## src/rtl/matrix_mul_transpose_seq_pkg.sv

```systemverilog
// Shared configuration for matrix_mul_transpose_seq: packed-port macros, FSM encodings and state type.
// Optional feature switch: define MATRIXMUL_SAT_EN to make the MAC saturate instead of wrap.
`ifndef MATRIX_MUL_TRANSPOSE_SEQ_CONFIG
`define MATRIX_MUL_TRANSPOSE_SEQ_CONFIG

`define PORT_2D(rows, cols, w) [(rows)*(cols)*(w)-1:0]
`define DEFINE_PACK_VAR(name, rows, cols, w) logic [(rows)*(cols)*(w)-1:0] name;
`define PACK_2D_ARRAY(rows, cols, w, src, dst) \
    for (genvar pk_r = 0; pk_r < (rows); pk_r++) begin : g_pack_r \
        for (genvar pk_c = 0; pk_c < (cols); pk_c++) begin : g_pack_c \
            assign dst[(pk_r*(cols)+pk_c)*(w) +: (w)] = src[pk_r][pk_c]; \
        end \
    end
`define UNPACK_2D_ARRAY(rows, cols, w, src, dst) \
    for (genvar up_r = 0; up_r < (rows); up_r++) begin : g_unpack_r \
        for (genvar up_c = 0; up_c < (cols); up_c++) begin : g_unpack_c \
            assign dst[up_r][up_c] = src[(up_r*(cols)+up_c)*(w) +: (w)]; \
        end \
    end

`define STATE_IDLE 2'd0
`define STATE_RUN  2'd1
`define STATE_DONE 2'd2

`endif

package matrix_mul_transpose_seq_pkg;

    typedef enum logic [1:0] {
        IDLE = `STATE_IDLE,
        RUN  = `STATE_RUN,
        DONE = `STATE_DONE
    } state_t;

endpackage

```

## src/rtl/matrix_mul_transpose_seq_mac_unit.sv

```systemverilog
// Single multiply-accumulate step; wraps mod 2^w by default, clamps when MATRIXMUL_SAT_EN is defined.
module mac_unit
    import matrix_mul_transpose_seq_pkg::*;
#(
    parameter int bitlength = 8
) (
    input  logic                 clear,
    input  logic [bitlength-1:0] acc,
    input  logic [bitlength-1:0] a,
    input  logic [bitlength-1:0] b,
    output logic [bitlength-1:0] sum
);

    logic [bitlength-1:0] base;

`ifdef MATRIXMUL_SAT_EN
    localparam logic [2*bitlength:0] MAX_VAL = {{(bitlength+1){1'b0}}, {bitlength{1'b1}}};

    logic [2*bitlength-1:0] product;
    logic [2*bitlength:0]   wide;

    // Full-precision sum, clamped to the largest element value.
    always_comb begin
        base    = clear ? {bitlength{1'b0}} : acc;
        product = {{bitlength{1'b0}}, a} * {{bitlength{1'b0}}, b};
        wide    = {{(bitlength+1){1'b0}}, base} + {1'b0, product};
        if (wide > MAX_VAL) begin
            sum = {bitlength{1'b1}};
        end else begin
            sum = wide[bitlength-1:0];
        end
    end
`else
    // Sum evaluated in element width, so the product and carry wrap naturally.
    always_comb begin
        base = clear ? {bitlength{1'b0}} : acc;
        sum  = base + a * b;
    end
`endif

endmodule

```

## src/rtl/matrix_mul_transpose_seq.sv

```systemverilog
// Sequential C = A * B^T, one MAC per cycle. Build option: MATRIXMUL_SAT_EN (saturating MAC).
module matrix_mul_transpose_seq
    import matrix_mul_transpose_seq_pkg::*;
#(
    parameter int bitlength = 8,
    parameter int M1_D1     = 3,
    parameter int M1_D2     = 4,
    parameter int M2_D2     = 2
) (
    input  logic                                           clk,
    input  logic                                           rst,
    input  logic                                           start,
    input  logic `PORT_2D(M1_D1, M2_D2, bitlength)         AI,
    input  logic `PORT_2D(M1_D2, M2_D2, bitlength)         BI,
    output logic `PORT_2D(M1_D1, M1_D2, bitlength)         CO,
    output logic                                           busy,
    output logic                                           done
);

    localparam int IW = $clog2(M1_D1 + 1);
    localparam int JW = $clog2(M1_D2 + 1);
    localparam int KW = $clog2(M2_D2 + 1);

    state_t                                    state;
    logic [IW-1:0]                             i;
    logic [JW-1:0]                             j;
    logic [KW-1:0]                             k;
    logic [bitlength-1:0]                      acc;
    logic `PORT_2D(M1_D1, M2_D2, bitlength)    a_lat;
    logic `PORT_2D(M1_D2, M2_D2, bitlength)    b_lat;
    logic [bitlength-1:0]                      a_elem;
    logic [bitlength-1:0]                      b_elem;
    logic [bitlength-1:0]                      mac_sum;
    logic                                      k_first;
    logic                                      k_last;

    // Operand select: OR of masked slices keeps all indices constant.
    always_comb begin
        a_elem = {bitlength{1'b0}};
        b_elem = {bitlength{1'b0}};
        for (int r = 0; r < M1_D1; r++) begin
            for (int c = 0; c < M2_D2; c++) begin
                a_elem = a_elem | (((r + 1 == int'(i)) && (c + 1 == int'(k))) ?
                         a_lat[(r*M2_D2+c)*bitlength +: bitlength] : {bitlength{1'b0}});
            end
        end
        for (int r = 0; r < M1_D2; r++) begin
            for (int c = 0; c < M2_D2; c++) begin
                b_elem = b_elem | (((r + 1 == int'(j)) && (c + 1 == int'(k))) ?
                         b_lat[(r*M2_D2+c)*bitlength +: bitlength] : {bitlength{1'b0}});
            end
        end
        k_first = (k == KW'(1));
        k_last  = (k == KW'(M2_D2));
    end

    mac_unit #(
        .bitlength(bitlength)
    ) u_mac (
        .clear(k_first),
        .acc  (acc),
        .a    (a_elem),
        .b    (b_elem),
        .sum  (mac_sum)
    );

    // Control FSM, index counters and result registers.
    always_ff @(posedge clk or posedge rst) begin
        if (rst) begin
            state <= IDLE;
            busy  <= 1'b0;
            done  <= 1'b0;
            CO    <= '0;
            acc   <= {bitlength{1'b0}};
            i     <= IW'(1);
            j     <= JW'(1);
            k     <= KW'(1);
            a_lat <= '0;
            b_lat <= '0;
        end else begin
            case (state)
                IDLE: begin
                    done <= 1'b0;
                    if (start) begin
                        a_lat <= AI;
                        b_lat <= BI;
                        i     <= IW'(1);
                        j     <= JW'(1);
                        k     <= KW'(1);
                        busy  <= 1'b1;
                        state <= RUN;
                    end else begin
                        busy  <= 1'b0;
                    end
                end
                RUN: begin
                    acc <= mac_sum;
                    if (k_last) begin
                        for (int r = 0; r < M1_D1; r++) begin
                            for (int c = 0; c < M1_D2; c++) begin
                                if ((r + 1 == int'(i)) && (c + 1 == int'(j))) begin
                                    CO[(r*M1_D2+c)*bitlength +: bitlength] <= mac_sum;
                                end
                            end
                        end
                        k <= KW'(1);
                        if (j == JW'(M1_D2)) begin
                            j <= JW'(1);
                            if (i == IW'(M1_D1)) begin
                                i     <= IW'(1);
                                done  <= 1'b1;
                                state <= DONE;
                            end else begin
                                i <= i + IW'(1);
                            end
                        end else begin
                            j <= j + JW'(1);
                        end
                    end else begin
                        k <= k + KW'(1);
                    end
                end
                DONE: begin
                    done  <= 1'b0;
                    busy  <= 1'b0;
                    state <= IDLE;
                end
                default: begin
                    done  <= 1'b0;
                    busy  <= 1'b0;
                    state <= IDLE;
                end
            endcase
        end
    end

endmodule

```

## config.mk

```make
export PLATFORM = sky130hd
export DESIGN_NAME = matrix_mul_transpose_seq
export DESIGN_NICKNAME = d
export VERILOG_FILES = /design/src/rtl/matrix_mul_transpose_seq_pkg.sv /design/src/rtl/matrix_mul_transpose_seq_mac_unit.sv /design/src/rtl/matrix_mul_transpose_seq.sv
export SDC_FILE = /design/constraint.sdc
export NUM_CORES = 1
export LEC_CHECK = 0
export ABC_AREA = 1
export CORE_MARGIN = 3
export CORE_UTILIZATION = 45
export CTS_BUF_LIST = sky130_fd_sc_hd__clkbuf_8
export CTS_CLUSTER_DIAMETER = 60
export DETAILED_ROUTE_END_ITERATION = 16
export HOLD_SLACK_MARGIN = 0.1
export PLACE_DENSITY_LB_ADDON = 0.08
export SKIP_LAST_GASP = 1
export SYNTH_ARGS = -nofsm -noshare
export SYNTH_HDL_FRONTEND = slang
export SYNTH_SLANG_ARGS = --single-unit
```

## constraint.sdc

```tcl
create_clock -name clk -period 16.5 [get_ports clk]
set_input_delay 3.3 -clock clk [delete_from_list [all_inputs] [get_ports clk]]
set_output_delay 3.3 -clock clk [all_outputs]
set_load 0.005 [all_outputs]
```

# Word level (Yosys, flattened, before mapping)
# Index checks and enable logic that the tools add are counted.
# totals
regBits	227
input_bits	115
out_inout_bits	98
wordCells	138
# op_classes
n_addsub	4
multipliers	1
n_eq_ne	18
n_mux	36
bitwise_logic	12
reduce_logical	46
# ops
cell	n
$mux 8	15
$or 8x8->8	12
$reduce_and 3->1	14
$logic_and 1x1->1	26
$mux 2	8
$pmux 2 s2	3
$eq 3x3->1 const A	3
$mux 3	3
$add 8x8->8	1
$eq 2x2->1 const A	4
$mul 8x8->8	1
$ne 2x2->1 const B	4
$reduce_and 4->1	2
$pmux 3 s2	1
$mux 1	5
$add 2x1->2 const B	2
$eq 2x1->1 const B	2
$eq 2x2->1 const B	2
$reduce_and 2->1	2
$add 3x1->3 const B	1
$eq 2x3->1 const A	1
$eq 3x3->1 const B	1
$eq 1x2->1 const A	1
$logic_not 2->1	1
other kinds (2)	2

# Logic depth before layout (Yosys ltp)
# logic_depth
depth_word	12
mapped_depth	31
mapped_depth_nobuf	29

# Cells and area by module
# Synthesis repeated with hierarchy kept, for this count alone.
# hier_totals
hier_cells	1349
area_unflattened_um2	11187.0
# modules_own_cells
mod	n_inst	cells_per_inst	area_each_um2	seq_area_each_um2
matrix_mul_transpose_seq	1	1144	9900.7	5684.2
mac_unit	1	205	1286.2	0.0

# Least setup slack after synthesis
# OpenSTA, ideal clock, no wires.
# synth_timing
path_kind	flip-flop to flip-flop
startpoint	register j[0]
endpoint	register CO[31] (netlist name)
setup_time_ns	0.117
arrival_time_ns	4.933
t_required_ns	16.383
path_slack_ns	11.449
path_stages_with_launch	30
n_path_buf	2
synth_period_minus_slack_ns	5.051
path_cell_list	dfstp_2 -> ha_1 -> ha_1 -> clkbuf_1 -> inv_1 -> nor2_2 -> nand2_1 -> nand2_2 -> nor2_4 -> nand2_4 -> nand2_1 -> fa_1 -> fa_1 -> inv_1 -> fa_1 -> inv_1 -> fa_1 -> inv_1 -> ha_1 -> nand2_1 -> nand2_1 -> a31oi_1 -> inv_1 -> nand2_1 -> nand2_2 -> inv_2 -> nand2_2 -> buf_6 -> nand3_1 -> nand2_1
# synth_between
elab_chain_cells	12
word_cells_on_any_way	31
cone_classes	add/sub: 1; mul: 1; eq/ne: 4; mux: 8; bitwise: 7; reduce/logical: 10
# synth_rtl
item	line	rtl
from (decl)	matrix_mul_transpose_seq.sv:26	logic [JW-1:0] j;
from (signal assigned)	matrix_mul_transpose_seq.sv:117	j <= j + JW'(1);
$eq 2x3->1	matrix_mul_transpose_seq.sv:49	b_elem = b_elem | (((r + 1 == int'(j)) && (c + 1 == int'(k))) ?
$logic_and 1x1->1	matrix_mul_transpose_seq.sv:49	
$mux 8	matrix_mul_transpose_seq.sv:49	
$or 8x8->8 (7 in a row)	matrix_mul_transpose_seq.sv:49	
$mul 8x8->8	matrix_mul_transpose_seq_mac_unit.sv:37	sum = base + a * b;
$add 8x8->8	matrix_mul_transpose_seq_mac_unit.sv:37	
to (signal, indexed assignment)	matrix_mul_transpose_seq.sv:102	CO[(r*M1_D2+c)*bitlength +: bitlength] <= mac_sum;
to (decl)	matrix_mul_transpose_seq.sv:15	output logic `PORT_2D(M1_D1, M1_D2, bitlength) CO,
# Several ways; a longest one is shown, not always the timed one.
# A chain may end at the register's enable or synchronous reset.

# Final worst setup path
# layout_timing
startpoint	register i[0]
endpoint	register CO[15] (netlist name)
# layout_between
elab_chain_cells	10
word_cells_on_any_way	24
cone_classes	add/sub: 1; mul: 1; eq/ne: 3; mux: 6; bitwise: 5; reduce/logical: 8
# layout_rtl
item	line	rtl
from (decl)	matrix_mul_transpose_seq.sv:25	logic [IW-1:0] i;
from (signal assigned)	matrix_mul_transpose_seq.sv:114	i <= i + IW'(1);
$eq 2x2->1	matrix_mul_transpose_seq.sv:43, matrix_mul_transpose_seq.sv:101	
$logic_and 1x1->1	matrix_mul_transpose_seq.sv:43	a_elem = a_elem | (((r + 1 == int'(i)) && (c + 1 == int'(k))) ?
$mux 8	matrix_mul_transpose_seq.sv:43	
$or 8x8->8 (5 in a row)	matrix_mul_transpose_seq.sv:43	
$mul 8x8->8	matrix_mul_transpose_seq_mac_unit.sv:37	
$add 8x8->8	matrix_mul_transpose_seq_mac_unit.sv:37	
# Several ways; a longest one is shown, not always the timed one.

==> flow_metrics.py <==
metrics = {
    "outcome": {
        "outcome": "finished, final reports clean",
    },
    "grt": {
        "grt_pass1_vias": 9235,
        "grt_pass1_wl_um": 47780,
        "grt_use_total_pct": 22.58,
        "overflow": 0,
        "grt_start_max_net_pins": 119,
        "grt_antenna_before_repair": 0,
    },
    "sta": {
        "layout_setup_ws_ns": 10.93,
        "finalSetupTns_ns": 0,
        "worstMarginPinSlew_ns": 1.079,
        "finClkSkew_ns": 0.01185,
        "setup_viol": 0,
        "max_freq_mhz": 179.6,
        "drv_slew": 0,
        "finalHoldViolations": 0,
        "fin_crit_ns": 5.567,
        "period_share_pct": 33.74,
        "grt_setup_unrepaired": "false",
        "slew_headroom_pct": 28.07,
    },
    "clock_network": {
        "cts_setup_buffers": 0,
        "cts.htree.levels": 2,
        "cts_buffer_depth": 3,
        "numClockSinks": 227,
        "cts_resized": 0,
        "clkSlewWorstSetupHoldPaths_ns": 0.06,
        "postCtsHoldBufs": 0,
        "cts_root_buf": "clkbuf_8",
        "cts_tree": "yes",
        "cts_made_buffers": 39,
        "clk_latency_ns": 0.53,
    },
    "floorplanning": {
        "die_h_um": 161.8,
        "die_x_um": 161.8,
        "core.rowCount": 56,
        "core_area_mm2": 0.02368,
        "io_pins": 213,
        "start_util_pct": 46.13,
        "design.die.area_mm2": 0.02618,
    },
    "worst_setup_path": {
        "reg2reg_from": "i[0]",
        "crit_path_top_delay_cell": "dfstp_2",
        "critPathRequiredTime_ns": 16.91,
        "worst-setup-path-type": "reg2reg",
        "worst_setup_path_end_kind": "flop",
        "cp_slowest_stage_delay_ns": 0.56,
        "cp_cell_sequence": "ha_1 -> inv_1 -> nor2_1 -> nand2_1 -> nand3_1 -> nor2_1 -> clkinv_1 -> nand2_1 -> fa_1 -> fa_1 -> inv_1 -> fa_1 -> inv_1 -> fa_1 -> inv_1 -> ha_1 -> nand2_1 -> nand2_1 -> a31oi_1 -> nand3_1 -> nand2_2 -> nand2_2 -> nand3_1 -> nand2_1",
        "critPathMaxFanout": 13,
        "worstPathArrival_ns": 5.98,
        "critPathLaunch": "i[0]",
        "worst_path_most_repeated_cell": "nand2_1",
        "start_kind": "flop",
        "path_buf_inv": 5,
        "cpLargestDelayFamily": "adder cells",
    },
    "power_and_ir_drop": {
        "power_mw": 2.124,
        "power_density_mw_per_mm2": 151.7,
        "ir_worst_vdd_mv": 0.06177,
        "power.leakage_nw": 7.058,
    },
    "logic_synthesis": {
        "yosysSeqAreaShare_pct": 52.03,
        "yosysTopAreaCellShare_pct": 51.31,
        "yosys.area_share.simple_pct": 30.16,
        "synth_fa_ha_area_share_pct": 6.276,
        "synth_top_cell_by_area": "dfrtp_1",
        "synth-compound-area-share_pct": 5.131,
        "synth.distinct_cells": 26,
        "synth-edff-count": 0,
        "synthMuxAreaShare_pct": 0,
        "avgSynthCellArea_um2": 8.098,
        "synth.most_common_cell": "nand2_1",
        "synth_xor_area_share_pct": 0.5612,
        "synthTopCellsByArea": "dfrtp_1, nand2_1, o21ai_0",
        "ys.flop_type": "dfrtp_1",
        "synth.cell_area_mm2": 0.01092,
        "ys_seq_elements": 227,
        "synth_common_cells": "nand2_1, dfrtp_1, o21ai_0",
        "yosysWarnings": 0,
        "synth_nets": 1508,
        "syn-instance-count": 1349,
        "synth_top_family_by_area": "simple AND/OR/NAND/NOR gates",
        "synthArstFlopShare_pct": 100.0,
    },
    "detailed_routing": {
        "wl_per_cell_um": 15.44,
        "wl_um": 29300,
        "viasPerCell": 4.895,
        "detail-route-antenna-nets": 0,
        "drtIter0Drc": 679,
        "first_pass_iters": 6,
        "route.detailed.drc": 0,
        "num_vias": 9290,
    },
    "place": {
        "place_ws_ns": 10.74,
        "gp_congestion": 0.9689,
        "placed_area_mm2": 0.01326,
        "io_buffers": 212,
        "dp_hpwl_um": 21330,
    },
    "final_layout": {
        "final_nets": 1714,
        "drive_above_1_share_pct": 7.283,
        "final_cell_area_mm2": 0.01401,
        "areaGrowthSynthToFinish_pct": 28.21,
        "n_antenna_cell": 0,
        "final_util_pct": 59.14,
    },
    "flow_run": {
        "drv_cap": 0,
    },
    "hold_path": {
        "holdCritPathClass": "reg2reg",
        "hp-start": "a_lat[4]",
    },
}
## state kept, by name, indices dropped and copies added, names as in the netlist
signal / count
state: 2
CO: 96
done: 1
j: 3
acc: 8
b_lat: 64
k: 2
a_lat: 48
i: 2
busy: 1
## cell type report
class / instances / area [um2]
repair buffers: 218 / 2167
well taps: 319 / 399.1
multi-input cells: 964 / 4609
clock buffers: 47 / 646.9
clock inverters: 18 / 97.59
flip-flops and latches: 227 / 5684
inverters: 105 / 401.6
fillers: 2247 / 9677
## per-stage QoR
stage / instances / hold WS, ns
detailed placement: 1833 / 0.4667
CTS: 1898 / 0.4821
global placement: 1833 / 0.4641
global route: 1898 / 0.4983
finish: 1898 / 0.4785
floorplan: 1349 / 0.4490
## kinds of logic after synthesis
kind of cell               count (synthesis)
xor gates and xnor gates                   7
and+or+nand+nor                          802
buffers and inverters                    158
adders and majority gates                 44
DFF                                      227
AOI/OAI and AO/OA                        111
## routing by layer
metal / vias up / wire, um / GRT usage, %
met4: 0 / 718 / 6.863
li1: 4568 / - / -
met1: 4328 / 13100 / 32.12
met3: 56 / 1879 / 3.086
met2: 338 / 13610 / 36.32
met5: - / 0 / 0
## tightest hold or removal path: cells and delay by family (launching register included)
kind / cells / cell delay (ns)
simple gates: 2 / 0.11
flops: 1 / 0.34
## where the power goes
part / leakage (nW) / total, mW / switching [mW] / internal [mW]
Clock: 0.437 / 0.487 / 0.216 / 0.271
Sequential: 2.97 / 0.858 / 0.115 / 0.743
Combinational: 3.65 / 0.780 / 0.498 / 0.281
## final timing paths
path	end	depth (start not counted)	slack, ns
setup / recovery	CO[15]	24	10.93
hold / removal	a_lat[4]	2	0.48
setup reg to reg	CO[15]	24	10.93
hold reg to reg	a_lat[4]	2	0.48
max in group asynchronous	b_lat[38]	3	11.87
min in group asynchronous	CO[91]	2	3.31
## cells in the final DEF (no fill, tap or decap), types with 10 or more instances in the layout
| cell type | Yosys | final |
|---|---|---|
| nand2_2 | 16 | 16 |
| ha_1 | 26 | 26 |
| nand2_1 | 637 | 636 |
| dfrtp_1 | 224 | 224 |
| nand3_1 | 57 | 57 |
| inv_1 | 96 | 111 |
| o21ai_0 | 101 | 101 |
| nand3_2 | 10 | 10 |
| nor2_1 | 58 | 58 |
| fa_1 | 18 | 18 |
| clkdlybuf4s50_1 | 0 | 212 |
| clkbuf_8 | 0 | 47 |
| nor2_2 | 12 | 12 |
(Power assumes the default switching activity.)
==> variant (same settings) <==
Add a define of `MATRIXMUL_SAT_EN`.
--- a/src/rtl/matrix_mul_transpose_seq_mac_unit.sv
+++ b/src/rtl/matrix_mul_transpose_seq_mac_unit.sv
@@ -1,2 +1,4 @@
 // Single multiply-accumulate step; wraps mod 2^w by default, clamps when MATRIXMUL_SAT_EN is defined.
+`define MATRIXMUL_SAT_EN
+
 module mac_unit
Formal check against the unedited RTL: not equivalent (a bounded check fails within 4 cycles, from zero or initial values and one cycle with rst high).
==> variant against the original RTL <==
Global-route usage down 0.061 points; sequential cell count unchanged; total power up 36%; setup slack worse by 1200 ps; wire length up 12%; synthesized area up 12%; first-iteration DRC count up 1.3%; critical path depth up 7; die area up 12%; design area up 9.9%.
==> variant: results (changes against the original RTL) <==
Fill count = 2,448 (+8.9%)
DR iter-0 viols = 688 (+1.3%)
Post-synthesis adder-cell area fraction = 12.2% (+5.9 points)
R2r worst-path depth = 31 (+29%)
Leak = 8.11 nW (+15%)
Status = finished clean
Syn_nets = 1,681 (+11%)
Switching component of the power = 1.31 mW (+58%)
Inverter count = 186 (+77%)
TritonCTS Buffers = 40 (+2.6%)
First-pass GRT wire length = 52,600 um (+10%)
End of the worst hold path = CO[36]
Capture point of the worst reg-to-reg path = CO[17]
Post-route cell area = 15,400 um^2 (+9.9%)
Hold Startpoint = CO[36]
Worst R2R Setup Slack = 9710 ps (-1220 ps)
Placed Cells = 1,988 (+8.5%)
Met3 Use GR = 3.23% (+0.15 points)
Critical-path top delay cell = nor4_2
Pre-antenna DRT Iters = 5 (-1)
Worst Skew = 24.2 ps (+12.3 ps)
Routed length on met3 = 1830 um (-2.4%)
Hold slack = 479 ps (+0.210 ps)
Final Wtd Congestion = 0.924 (-4.6%)
GR Layer Usage met1 = 31.9% (-0.19 points)
Area occupied by multi-input gates = 5660 um^2 (+23%)
DR vias/cell = 4.96 (+1.4%)
Nets = 1,903 (+11%)
Post-synthesis cell type count = 41 (+58%)
[variant: power groups by stage]
stage / Combinational [mW] / Clock (mW) / Sequential, mW
after floorplan: 0.991 / 0 / 0.917
after global placement: 1.44 / 0 / 0.944
after detailed placement: 1.46 / 0 / 0.947
after CTS: 1.47 / 0.511 / 0.939
after global routing: 1.63 / 0.536 / 0.966
final: 1.45 / 0.501 / 0.940
[variant: critical path: cells and delay by family (launching register included)]
family,cells,cell delay (ps)
adder cells (fa/ha/maj),6,2580
AO/OA/AOI/OAI,1,150
flip-flops,1,550
buffers and inverters,7,670
AND/OR/NAND/NOR,17,2670
[variant: worst max-delay path by stage]
stage / from / slack [ps] / to
CTS: j[0] / 9710 / CO[19]
floorplan: rst / 6990 / CO[0]
finish: j[0] / 9710 / CO[17]
global route: j[0] / 9170 / CO[18]
detailed placement: j[0] / 9780 / CO[57]
global placement: j[0] / 9740 / CO[18]
